==> src/rtl/vfp_frame_tagger_if.sv <==
// Stream bundle of the VFP frame tagger: raw camera stream in, tagged pixel stream and geometry status out.
interface vfp_frame_tagger_if;
    logic        iValid;
    logic        iLvalid;
    logic        iFvalid;
    logic [23:0] iRgb;
    logic        iErrClr;
    logic        oValid;
    logic        oLvalid;
    logic        oFvalid;
    logic        oSof;
    logic        oEof;
    logic [23:0] oRgb;
    logic [7:0]  oRed;
    logic [7:0]  oGreen;
    logic [7:0]  oBlue;
    logic [11:0] oX;
    logic [11:0] oY;
    logic [15:0] oFrameCnt;
    logic [11:0] oLastLineLen;
    logic [11:0] oLastLineCnt;
    logic [2:0]  oErr;

    modport master (
        output iValid, iLvalid, iFvalid, iRgb, iErrClr,
        input  oValid, oLvalid, oFvalid, oSof, oEof, oRgb, oRed, oGreen, oBlue,
        input  oX, oY, oFrameCnt, oLastLineLen, oLastLineCnt, oErr
    );

    modport slave (
        input  iValid, iLvalid, iFvalid, iRgb, iErrClr,
        output oValid, oLvalid, oFvalid, oSof, oEof, oRgb, oRed, oGreen, oBlue,
        output oX, oY, oFrameCnt, oLastLineLen, oLastLineCnt, oErr
    );
endinterface

==> src/rtl/vfp_frame_tagger.sv <==
// Front end of the VFP pixel pipe: aligns the raw stream to frame boundaries, tags pixels with
// sof/eof/x/y and measures line length and line count per frame with sticky geometry errors.
module vfp_frame_tagger #(
    parameter int IMG_WIDTH  = 64,
    parameter int IMG_HEIGHT = 64
) (
    input  logic               clkmm,
    input  logic               rst,
    vfp_frame_tagger_if.slave  bus
);
    typedef enum logic [1:0] {
        ST_SYNC   = 2'd0,
        ST_IDLE   = 2'd1,
        ST_ACTIVE = 2'd2
    } state_t;

    localparam logic [11:0] W_LEN  = 12'(IMG_WIDTH);
    localparam logic [11:0] H_LEN  = 12'(IMG_HEIGHT);
    localparam logic [11:0] W_LAST = 12'(IMG_WIDTH - 1);
    localparam logic [11:0] H_LAST = 12'(IMG_HEIGHT - 1);
    localparam logic [11:0] CNT_MAX = 12'hFFF;

    state_t      r_state;
    state_t      w_state_nxt;
    logic        r_lvalid_d;
    logic [11:0] r_x_cnt;
    logic [11:0] r_y_cnt;
    logic        r_sof_done;

    logic        r_valid;
    logic        r_lvalid_o;
    logic        r_fvalid_o;
    logic        r_sof;
    logic        r_eof;
    logic [23:0] r_rgb;
    logic [11:0] r_x;
    logic [11:0] r_y;
    logic [15:0] r_frame_cnt;
    logic [11:0] r_last_len;
    logic [11:0] r_last_cnt;
    logic [2:0]  r_err;

    logic        w_in_frame;
    logic        w_accept;
    logic        w_stray;
    logic        w_line_end;
    logic        w_frame_end;
    logic [11:0] w_x_inc;
    logic [11:0] w_y_inc;
    logic [11:0] w_y_final;
    logic [2:0]  w_err_set;

    // The cycle that raises iFvalid out of IDLE already belongs to the frame.
    assign w_in_frame  = (r_state == ST_ACTIVE) || ((r_state == ST_IDLE) && bus.iFvalid);
    assign w_accept    = w_in_frame && bus.iValid && bus.iLvalid;
    assign w_stray     = w_in_frame && bus.iValid && !bus.iLvalid;
    assign w_line_end  = (r_state == ST_ACTIVE) && r_lvalid_d && !bus.iLvalid;
    assign w_frame_end = (r_state == ST_ACTIVE) && !bus.iFvalid;
    assign w_x_inc     = (r_x_cnt == CNT_MAX) ? CNT_MAX : (r_x_cnt + 12'd1);
    assign w_y_inc     = (r_y_cnt == CNT_MAX) ? CNT_MAX : (r_y_cnt + 12'd1);
    // A line closing together with the frame is counted before the frame total is taken.
    assign w_y_final   = w_line_end ? w_y_inc : r_y_cnt;
    assign w_err_set   = {w_stray,
                          w_frame_end && (w_y_final != H_LEN),
                          w_line_end && (r_x_cnt != W_LEN)};

    // Frame-alignment state register.
    always_ff @(posedge clkmm) begin
        if (rst) begin
            r_state <= ST_SYNC;
        end else begin
            r_state <= w_state_nxt;
        end
    end

    // Next-state logic; SYNC waits out any frame already running at reset release.
    always_comb begin
        w_state_nxt = r_state;
        case (r_state)
            ST_SYNC: begin
                if (!bus.iFvalid) w_state_nxt = ST_IDLE;
                else              w_state_nxt = ST_SYNC;
            end
            ST_IDLE: begin
                if (bus.iFvalid) w_state_nxt = ST_ACTIVE;
                else             w_state_nxt = ST_IDLE;
            end
            ST_ACTIVE: begin
                if (!bus.iFvalid) w_state_nxt = ST_IDLE;
                else              w_state_nxt = ST_ACTIVE;
            end
            default: w_state_nxt = ST_SYNC;
        endcase
    end

    // Pixel/line position counters and first-pixel tracking.
    always_ff @(posedge clkmm) begin
        if (rst) begin
            r_lvalid_d <= 1'b0;
            r_x_cnt    <= 12'd0;
            r_y_cnt    <= 12'd0;
            r_sof_done <= 1'b0;
        end else begin
            r_lvalid_d <= bus.iLvalid;
            if (w_frame_end || (r_state == ST_SYNC)) begin
                r_x_cnt    <= 12'd0;
                r_y_cnt    <= 12'd0;
                r_sof_done <= 1'b0;
            end else begin
                if (w_line_end) begin
                    r_x_cnt <= 12'd0;
                    r_y_cnt <= w_y_inc;
                end else if (w_accept) begin
                    r_x_cnt <= w_x_inc;
                end
                if (w_accept) begin
                    r_sof_done <= 1'b1;
                end
            end
        end
    end

    // Tagged stream and geometry status, all one cycle behind the input sample.
    always_ff @(posedge clkmm) begin
        if (rst) begin
            r_valid     <= 1'b0;
            r_lvalid_o  <= 1'b0;
            r_fvalid_o  <= 1'b0;
            r_sof       <= 1'b0;
            r_eof       <= 1'b0;
            r_rgb       <= 24'd0;
            r_x         <= 12'd0;
            r_y         <= 12'd0;
            r_frame_cnt <= 16'd0;
            r_last_len  <= 12'd0;
            r_last_cnt  <= 12'd0;
            r_err       <= 3'd0;
        end else begin
            r_valid    <= w_accept;
            r_lvalid_o <= bus.iLvalid && w_in_frame;
            r_fvalid_o <= bus.iFvalid && w_in_frame;
            r_sof      <= w_accept && !r_sof_done;
            r_eof      <= w_accept && (r_x_cnt == W_LAST) && (r_y_cnt == H_LAST);
            if (w_accept) begin
                r_x   <= r_x_cnt;
                r_y   <= r_y_cnt;
                r_rgb <= bus.iRgb;
            end
            if (w_line_end) begin
                r_last_len <= r_x_cnt;
            end
            if (w_frame_end) begin
                r_last_cnt  <= w_y_final;
                r_frame_cnt <= r_frame_cnt + 16'd1;
            end
            r_err <= (r_err & ~{3{bus.iErrClr}}) | w_err_set;
        end
    end

    assign bus.oValid       = r_valid;
    assign bus.oLvalid      = r_lvalid_o;
    assign bus.oFvalid      = r_fvalid_o;
    assign bus.oSof         = r_sof;
    assign bus.oEof         = r_eof;
    assign bus.oRgb         = r_rgb;
    assign bus.oRed         = r_rgb[23:16];
    assign bus.oGreen       = r_rgb[15:8];
    assign bus.oBlue        = r_rgb[7:0];
    assign bus.oX           = r_x;
    assign bus.oY           = r_y;
    assign bus.oFrameCnt    = r_frame_cnt;
    assign bus.oLastLineLen = r_last_len;
    assign bus.oLastLineCnt = r_last_cnt;
    assign bus.oErr         = r_err;
endmodule

==> src/flat_wrapper.sv <==
// flat-port wrapper written by rule: the top's interface ports become plain ports
module vfp_frame_tagger_flat 
#(
    parameter int IMG_WIDTH  = 64,
    parameter int IMG_HEIGHT = 64
)
  (clkmm, rst, bus_iValid, bus_iLvalid, bus_iFvalid, bus_iRgb, bus_iErrClr, bus_oValid, bus_oLvalid, bus_oFvalid, bus_oSof, bus_oEof, bus_oRgb, bus_oRed, bus_oGreen, bus_oBlue, bus_oX, bus_oY, bus_oFrameCnt, bus_oLastLineLen, bus_oLastLineCnt, bus_oErr);
  vfp_frame_tagger_if bus_i ();
  input  logic clkmm;
  input  logic rst;
  input wire logic [$bits(bus_i.iValid)-1:0] bus_iValid;
  input wire logic [$bits(bus_i.iLvalid)-1:0] bus_iLvalid;
  input wire logic [$bits(bus_i.iFvalid)-1:0] bus_iFvalid;
  input wire logic [$bits(bus_i.iRgb)-1:0] bus_iRgb;
  input wire logic [$bits(bus_i.iErrClr)-1:0] bus_iErrClr;
  output wire logic [$bits(bus_i.oValid)-1:0] bus_oValid;
  output wire logic [$bits(bus_i.oLvalid)-1:0] bus_oLvalid;
  output wire logic [$bits(bus_i.oFvalid)-1:0] bus_oFvalid;
  output wire logic [$bits(bus_i.oSof)-1:0] bus_oSof;
  output wire logic [$bits(bus_i.oEof)-1:0] bus_oEof;
  output wire logic [$bits(bus_i.oRgb)-1:0] bus_oRgb;
  output wire logic [$bits(bus_i.oRed)-1:0] bus_oRed;
  output wire logic [$bits(bus_i.oGreen)-1:0] bus_oGreen;
  output wire logic [$bits(bus_i.oBlue)-1:0] bus_oBlue;
  output wire logic [$bits(bus_i.oX)-1:0] bus_oX;
  output wire logic [$bits(bus_i.oY)-1:0] bus_oY;
  output wire logic [$bits(bus_i.oFrameCnt)-1:0] bus_oFrameCnt;
  output wire logic [$bits(bus_i.oLastLineLen)-1:0] bus_oLastLineLen;
  output wire logic [$bits(bus_i.oLastLineCnt)-1:0] bus_oLastLineCnt;
  output wire logic [$bits(bus_i.oErr)-1:0] bus_oErr;
  assign bus_i.iValid = bus_iValid;
  assign bus_i.iLvalid = bus_iLvalid;
  assign bus_i.iFvalid = bus_iFvalid;
  assign bus_i.iRgb = bus_iRgb;
  assign bus_i.iErrClr = bus_iErrClr;
  assign bus_oValid = bus_i.oValid;
  assign bus_oLvalid = bus_i.oLvalid;
  assign bus_oFvalid = bus_i.oFvalid;
  assign bus_oSof = bus_i.oSof;
  assign bus_oEof = bus_i.oEof;
  assign bus_oRgb = bus_i.oRgb;
  assign bus_oRed = bus_i.oRed;
  assign bus_oGreen = bus_i.oGreen;
  assign bus_oBlue = bus_i.oBlue;
  assign bus_oX = bus_i.oX;
  assign bus_oY = bus_i.oY;
  assign bus_oFrameCnt = bus_i.oFrameCnt;
  assign bus_oLastLineLen = bus_i.oLastLineLen;
  assign bus_oLastLineCnt = bus_i.oLastLineCnt;
  assign bus_oErr = bus_i.oErr;
  vfp_frame_tagger #(.IMG_WIDTH(IMG_WIDTH), .IMG_HEIGHT(IMG_HEIGHT)) u_core (.clkmm(clkmm), .rst(rst), .bus(bus_i));
endmodule
==> config.mk <==
export PLATFORM = sky130hd
export DESIGN_NAME = vfp_frame_tagger_flat
export DESIGN_NICKNAME = d
export VERILOG_FILES = /design/src/rtl/vfp_frame_tagger_if.sv /design/src/rtl/vfp_frame_tagger.sv /design/src/flat_wrapper.sv
export SDC_FILE = /design/constraint.sdc
export NUM_CORES = 1
export LEC_CHECK = 0
export BUFFER_PORTS_ARGS = -buffer_cell sky130_fd_sc_hd__buf_2
export CAP_MARGIN = 30
export CORE_MARGIN = 8
export CORE_UTILIZATION = 40
export CTS_CLUSTER_DIAMETER = 150
export DETAILED_ROUTE_END_ITERATION = 12
export GPL_ROUTABILITY_DRIVEN = 0
export GPL_TIMING_DRIVEN = 0
export PLACE_DENSITY = 0.7
export SLEW_MARGIN = 5
export SYNTH_ARGS = -nofsm -noshare
export SYNTH_HDL_FRONTEND = slang
export SYNTH_SLANG_ARGS = --single-unit
==> constraint.sdc <==
create_clock -name clkmm -period 2.25 [get_ports clkmm]
set_input_delay 0.675 -clock clkmm [delete_from_list [all_inputs] [get_ports clkmm]]
set_output_delay 0.675 -clock clkmm [all_outputs]
set_load 0.01 [all_outputs]
==> results of run 1 <==
==> worst reg2reg max path, stage by stage, from the launching register on <==
cell and delay [ps]:
dfxtp_1 330, inv_1 90, ha_2 260, nand3b_4 160
nor4_2 330, mux2i_1 390, nand4bb_1 140, o31a_1 290
==> state kept, by name, indices dropped and copies added (netlist names) <==
name,count
u_core.r_sof_done,1
u_core.bus.oRgb,24
u_core.r_state,2
u_core.r_lvalid_d,1
u_core.bus.oFvalid,1
u_core.bus.oY,12
u_core.bus.oLastLineCnt,12
u_core.r_y_cnt,12
u_core.bus.oLastLineLen,12
u_core.bus.oLvalid,1
u_core.bus.oErr,3
u_core.bus.oX,12
u_core.r_x_cnt,12
u_core.bus.oFrameCnt,16
u_core.bus.oEof,1
u_core.bus.oValid,1
u_core.bus.oSof,1
==> what timing repair did <==
item                       in CTS  in global routing
setup buffers                   0                  0
setup endpoints to repair       1                 43
hold buffers                    0                  0
gates resized for setup         1                 12
==> area by class of cell <==
type                       count  area, µm²
clock buffer                  29        520
inverter                      11       41.3
timing repair buffer         148        741
buffer                        66        379
tap                          176        220
sequential                   124       2490
clock inverter                 1       5.00
fill                        1326       6250
multi-input combinational    438       2380
==> cell families (layout without fill, tap and decap cells) <==
kind of cell,Yosys count,count (layout),synth area share (%)
AO/OA/AOI/OAI,111,111,11.9
XOR/XNOR,25,25,4.17
adder cells (fa/ha/maj),8,8,1.91
buffers and inverters,77,255,7.94
flip-flops,124,124,47.3
multiplexers,5,5,0.977
AND/OR/NAND/NOR,289,289,25.8
==> stage by stage <==
step / std cells / setup TNS (ps) / worst slack, ps
after CTS: 993 / 0 / 0.502
after detailed placement: 963 / -185 / -78.9
after global placement: 963 / -151 / -96.5
after floorplan: 639 / 0 / 196
final: 993 / 0 / 168
after global routing: 993 / 0 / 20.3
==> final timing paths <==
check                                        from                  to  slack (ps)  cells after the start
worst min register to register  u_core.r_sof_done     u_core.bus.oSof         430                      1
worst min-delay path            u_core.r_sof_done     u_core.bus.oSof         430                      1
worst max-delay path            u_core.r_state[0]  u_core.bus.oErr[1]         170                      7
worst max register to register  u_core.r_state[0]  u_core.bus.oErr[1]         170                      7
==> report_power, final <==
part           internal, µW  switching, µW
sequential             2210           10.9
clock                  1540            891
combinational          68.1            116
total                  3820           1020
==> per-layer routing <==
| metal | up-vias | share of wire (%) |
|---|---|---|
| li1 | 2455 | - |
| met1 | 2208 | 45 |
| met2 | 112 | 46 |
| met3 | 18 | 7.9 |
| met4 | 0 | 1.0 |
| met5 | - | 0 |
==> cells in the final DEF, fill, tap and decap left out, types with 6 or more instances in the layout <==
cell type	Yosys	layout
a211oi_1	9	9
a21oi_1	79	79
buf_2	6	154
buf_4	30	30
clkbuf_1	23	30
clkbuf_16	0	17
dfxtp_1	124	122
ha_1	8	7
inv_1	11	11
nand2_1	145	144
nand2b_1	6	6
nand3_1	14	14
nand4_1	14	14
nor2_1	54	54
nor2b_1	7	7
nor3_1	11	9
nor4_1	11	8
o21ai_0	10	10
xnor2_1	12	12
xor2_1	13	13
==> flow_metrics.py, run 1 <==
metrics = {
    "sta": {
        "finClkSkew_ps": 7.16,
        "tightest_slew_ps": 601,
        "holdWs_ps": 426,
        "hold_violations": 0,
        "rsz0062_at_grt": "false",
        "relSlewSlack_pct": 59.9,
        "fin_crit_ps": 2080,
        "slew_viol_final": 0,
        "setup-violations-final": 0,
        "clock.fmax_mhz": 480,
        "period_share_pct": 92.5,
    },
    "yosys": {
        "synth_top_area_share_pct": 47.3,
        "synthArstFlopShare_pct": 0,
        "synth_cells": 639,
        "yosysWarnings": 0,
        "synth_common_cells": "nand2_1 (145), dfxtp_1 (124), a21oi_1 (79)",
        "yosys.cell_count.top_type": "nand2_1",
        "yosysUniqueCellTypes": 46,
        "synth.cell_area_um2": 5250,
        "synth.avg_cell_area_um2": 8.21,
        "yosysSeqAreaShare_pct": 47.3,
        "synth_nets": 677,
        "ys.flop_type": "dfxtp_1",
        "synth_edf_count": 0,
        "ys_ff_latch": 124,
        "ys_top_cells_by_area": "dfxtp_1 (47%), nand2_1 (10%), a21oi_1 (7.5%)",
        "synth_top_area_cell": "dfxtp_1",
    },
    "pwr": {
        "ir_drop_mv": 0.400,
        "p_leak_uw": 0.00290,
        "total_power_uw": 4840,
        "power.density_nw_per_um2": 714,
    },
    "clock_network": {
        "clk_pin_slew_ps": 50,
        "tritoncts": "built",
        "clk_latency_ps": 410,
        "numCtsBuffers": 17,
        "clock-sinks": 124,
        "clk_path_buf_depth": 2,
        "cts_htree_levels": 4,
        "clock-root-buffer": "clkbuf_16",
    },
    "placed_design": {
        "io_buffer_count": 148,
        "post_dp_cell_area_um2": 6210,
        "dp_hpwl_um": 10800,
    },
    "status": {
        "status": "finished, final reports clean",
    },
    "critical_path": {
        "path_cells": "inv_1, ha_2, nand3b_4, nor4_2, mux2i_1, nand4bb_1, o31a_1",
        "required_ps": 2550,
        "cp-end-kind": "register",
        "critPathMaxStageDelay_ps": 390,
        "startpoint_type": "register",
        "cp_max_fo": 8,
        "path_buf_inv": 1,
        "cp.arrival_ps": 2380,
        "crit_type": "register to register",
        "critPathTopFamily": "simple AND/OR/NAND/NOR gates",
        "cp_slowest_cell": "mux2i_1",
    },
    "final_layout": {
        "num_antenna_cells": 0,
        "drive_gt1_share_pct": 27.9,
        "nets": 844,
        "final_design_area_no_fill_um2": 6780,
        "areaGrowthSynthToFinish_pct": 29.1,
        "postLayoutCoreUtil_pct": 52.0,
    },
    "route": {
        "wirelength_um": 14500,
        "drc": 0,
        "wl_per_cell_um": 14.6,
        "first_pass_iters": 4,
        "avgViaCountPerCell": 4.83,
        "vias": 4793,
        "drtIter0Drc": 296,
        "ant_nets": 0,
    },
    "job": {
        "drv_cap": 0,
    },
    "global_route": {
        "grt_max_degree": 17,
        "met3_usage_pct": 5.80,
        "busiest_layer": "met2",
        "grt_pass1_vias": 4650,
        "antenna_found_initial": 0,
        "globalRouteMet1Util_pct": 21.3,
        "gr-usage-all-layers_pct": 17.3,
        "grt_pass1_wl_um": 23100,
        "globalRouteMet2Util_pct": 27.7,
        "overflow": 0,
    },
    "floorplanning": {
        "core-area_um2": 13000,
        "die_w_um": 131,
        "io_pins": 150,
        "row_count": 42,
        "initial_core_util_pct": 40.3,
        "die_h_um": 131,
        "die_area_um2": 17000,
    },
    "hold_path": {
        "hp-class": "register to register",
    },
}
No activity file was read; power rests on OpenSTA's default activity.
==> run 2, diff against run 1 <==
--- a/config.mk
+++ b/config.mk
@@ -7,2 +7,3 @@
 export LEC_CHECK = 0
+export ABC_AREA = 1
 export BUFFER_PORTS_ARGS = -buffer_cell sky130_fd_sc_hd__buf_2
--- a/constraint.sdc
+++ b/constraint.sdc
@@ -3,2 +3,2 @@
 set_output_delay 0.675 -clock clkmm [all_outputs]
-set_load 0.01 [all_outputs]
+set_load 0.005 [all_outputs]
==> run 2 against run 1 <==
Compared with the run above:
- combinational power rose by 14%
- register-to-register slack improved by 80 ps
- critical path depth rose by 6
- synthesized cell count rose by 5.8%
- cell count rose by 3.8%
- via count rose by 4.0%
- clock power rose by 12%
- setup slack improved by 77 ps
- cell area rose by 0.37%
- global-route usage rose by 0.31 points
- die area barely moved
- utilization rose by 0.19 points
- critical path type unchanged
- largest cell class unchanged
- largest power group unchanged
- highest routed layer unchanged
==> flow_metrics.py, run 2 <==
metrics = {
    "floorplanning": {
        "initial_core_util_pct": 40.3,
        "io_pins": 150,
        "die_area_um2": 17000,
        "core-area_um2": 13000,
        "die_w_um": 131,
        "row_count": 42,
        "die_h_um": 131,
    },
    "yosys": {
        "synth_cells": 676,
        "yosysUniqueCellTypes": 38,
        "synth.cell_area_um2": 5250,
        "yosysWarnings": 0,
        "synthArstFlopShare_pct": 0,
        "ys.flop_type": "dfxtp_1",
        "synth_top_area_share_pct": 47.3,
        "yosysSeqAreaShare_pct": 47.3,
        "synth_nets": 714,
        "synth_edf_count": 0,
        "synth_common_cells": "nand2_1 (138), dfxtp_1 (124), a21oi_1 (89)",
        "ys_top_cells_by_area": "dfxtp_1 (47%), nand2_1 (9.9%), a21oi_1 (8.5%)",
        "yosys.cell_count.top_type": "nand2_1",
        "ys_ff_latch": 124,
        "synth.avg_cell_area_um2": 7.76,
        "synth_top_area_cell": "dfxtp_1",
    },
    "sta": {
        "tightest_slew_ps": 567,
        "finClkSkew_ps": 6.47,
        "layout_setup_ws_ps": 245,
        "fin_crit_ps": 2000,
        "period_share_pct": 89.1,
        "relSlewSlack_pct": 62.2,
        "clock.fmax_mhz": 499,
        "setup-tns-final_ps": 0,
        "setup-violations-final": 0,
        "slew_viol_final": 0,
        "hold_violations": 0,
        "rsz0062_at_grt": "false",
    },
    "placed_design": {
        "post-place-ws_ps": 43.9,
        "dp_hpwl_um": 11300,
        "place_inst": 1000,
        "post_dp_cell_area_um2": 6210,
        "io_buffer_count": 148,
    },
    "global_route": {
        "grt_max_degree": 17,
        "grt_pass1_wl_um": 23300,
        "overflow": 0,
        "gr-usage-all-layers_pct": 17.6,
        "antenna_found_initial": 0,
        "grt_pass1_vias": 4682,
    },
    "final_layout": {
        "num_antenna_cells": 0,
        "areaGrowthSynthToFinish_pct": 29.6,
        "drive_gt1_share_pct": 27.7,
        "num-fill-cells": 1287,
        "nets": 881,
        "layout_commonest_cell": "buf_2",
        "largest_reg_flops": 24,
        "mostFrequentLayoutCells": "buf_2 (156), nand2_1 (138), dfxtp_1 (124)",
        "final_cells": 1031,
        "final_design_area_no_fill_um2": 6800,
    },
    "status": {
        "status": "finished, final reports clean",
    },
    "pwr": {
        "ir_drop_mv": 0.373,
        "p_int_uw": 4130,
        "p_leak_uw": 0.00317,
        "power.density_nw_per_um2": 762,
        "combinationalPowerShare_pct": 4.0,
        "sw_frac_of_total_pct": 20.4,
        "clockPowerShare_pct": 52.6,
        "total_power_uw": 5190,
        "p_switching_uw": 1060,
        "seqPwrFrac_pct": 43.3,
    },
    "route": {
        "wirelength_um": 14800,
        "drtIter0Drc": 350,
        "vias": 4983,
        "ant_nets": 0,
        "first_pass_iters": 4,
        "drc": 0,
        "wl_per_cell_um": 14.4,
        "avgViaCountPerCell": 4.83,
    },
    "clock_network": {
        "postCtsHoldBufs": 0,
        "tritoncts": "built",
        "cts_htree_levels": 4,
        "numCtsBuffers": 17,
        "clk_latency_ps": 410,
        "cts_setup_buffers": 0,
        "clk_pin_slew_ps": 50,
        "clock-sinks": 124,
        "clk_path_buf_depth": 2,
        "cts_resized": 0,
        "clock-root-buffer": "clkbuf_16",
    },
    "critical_path": {
        "cp-end-kind": "register",
        "reg2reg_from": "u_core.r_state[0]",
        "startpoint_type": "register",
        "cp_max_fo": 10,
        "cp.arrival_ps": 2270,
        "crit_start": "u_core.r_state[0]",
        "required_ps": 2520,
        "crit_type": "register to register",
    },
    "hold_path": {
        "hp-class": "register to register",
        "hp-start": "u_core.r_sof_done",
    },
    "job": {
        "drv_cap": 0,
    },
}
==> run 2: changes by cell type after synthesis, moves of 10 or more <==
cell,change
a21oi_1,+10
inv_1,+51
nand3_1,+13
nor2_1,-10
o21ai_0,+38
xnor2_1,-12
==> run 2: stage by stage <==
stage	hold WS [ps]	utilization, %
floorplan	402	-
global placement	415	47.6
detailed placement	419	47.6
CTS	429	52.2
global route	461	52.2
finish	425	52.2
==> run 2: cell type report <==
type / instances / area, µm² / share of cell area, %
sequential: 124 / 2480 / 36.5
multi-input combinational: 431 / 2210 / 32.4
timing repair buffer: 148 / 741 / 10.9
clock buffer: 24 / 482 / 7.08
buffer: 54 / 307 / 4.51
inverter: 67 / 253 / 3.72
tap: 176 / 220 / 3.24
clock inverter: 7 / 113 / 1.66
==> run 2: kinds of logic after synthesis <==
family / Yosys count / synth area share [%]
AO/OA/AOI/OAI: 158 / 16.0
XOR/XNOR: 6 / 1.00
adder cells (fa/ha/maj): 8 / 1.91
buffers and inverters: 121 / 10.7
flip-flops: 124 / 47.3
AND/OR/NAND/NOR: 259 / 23.2
==> run 2: final timing paths <==
path | endpoint | slack (ps) | cells past startpoint
hold reg to reg | u_core.bus.oSof | 420 | 1
setup / recovery | u_core.bus.oErr[1] | 250 | 13
setup reg to reg | u_core.bus.oErr[1] | 250 | 13
hold / removal | u_core.bus.oSof | 420 | 1
==> run 2: power by group through the flow <==
stage	clock (µW)	combinational [µW]	sequential, µW
2_1_floorplan	0	110	2290
3_3_place_gp	0	211	2290
3_5_place_dp	0	212	2290
4_1_cts	2780	214	2250
5_1_grt	2880	236	2250
6_report	2730	210	2250
==> run 2: critical path, cell delays in order (launching register included) <==
cell     delay [ps]
dfxtp_1         320
inv_1            80
ha_1            220
nand2_1         110
nor2_4          240
nand2_2         130
nor2_2          150
nand2_1          70
nand2_1         110
nand2_1          60
nor2_1          110
nand3_1          90
nand2_1         100
a21oi_1          70
==> run 2: layer usage <==
metal / global-route usage (%) / share of wire (%) / vias up / routed length, µm
met5: 0 / 0 / - / 0
met2: 29.0 / 48 / 161 / 7070
li1: - / - / 2535 / -
met1: 21.4 / 43 / 2270 / 6400
met3: 4.14 / 7.3 / 17 / 1080
met4: 7.77 / 1.7 / 0 / 259
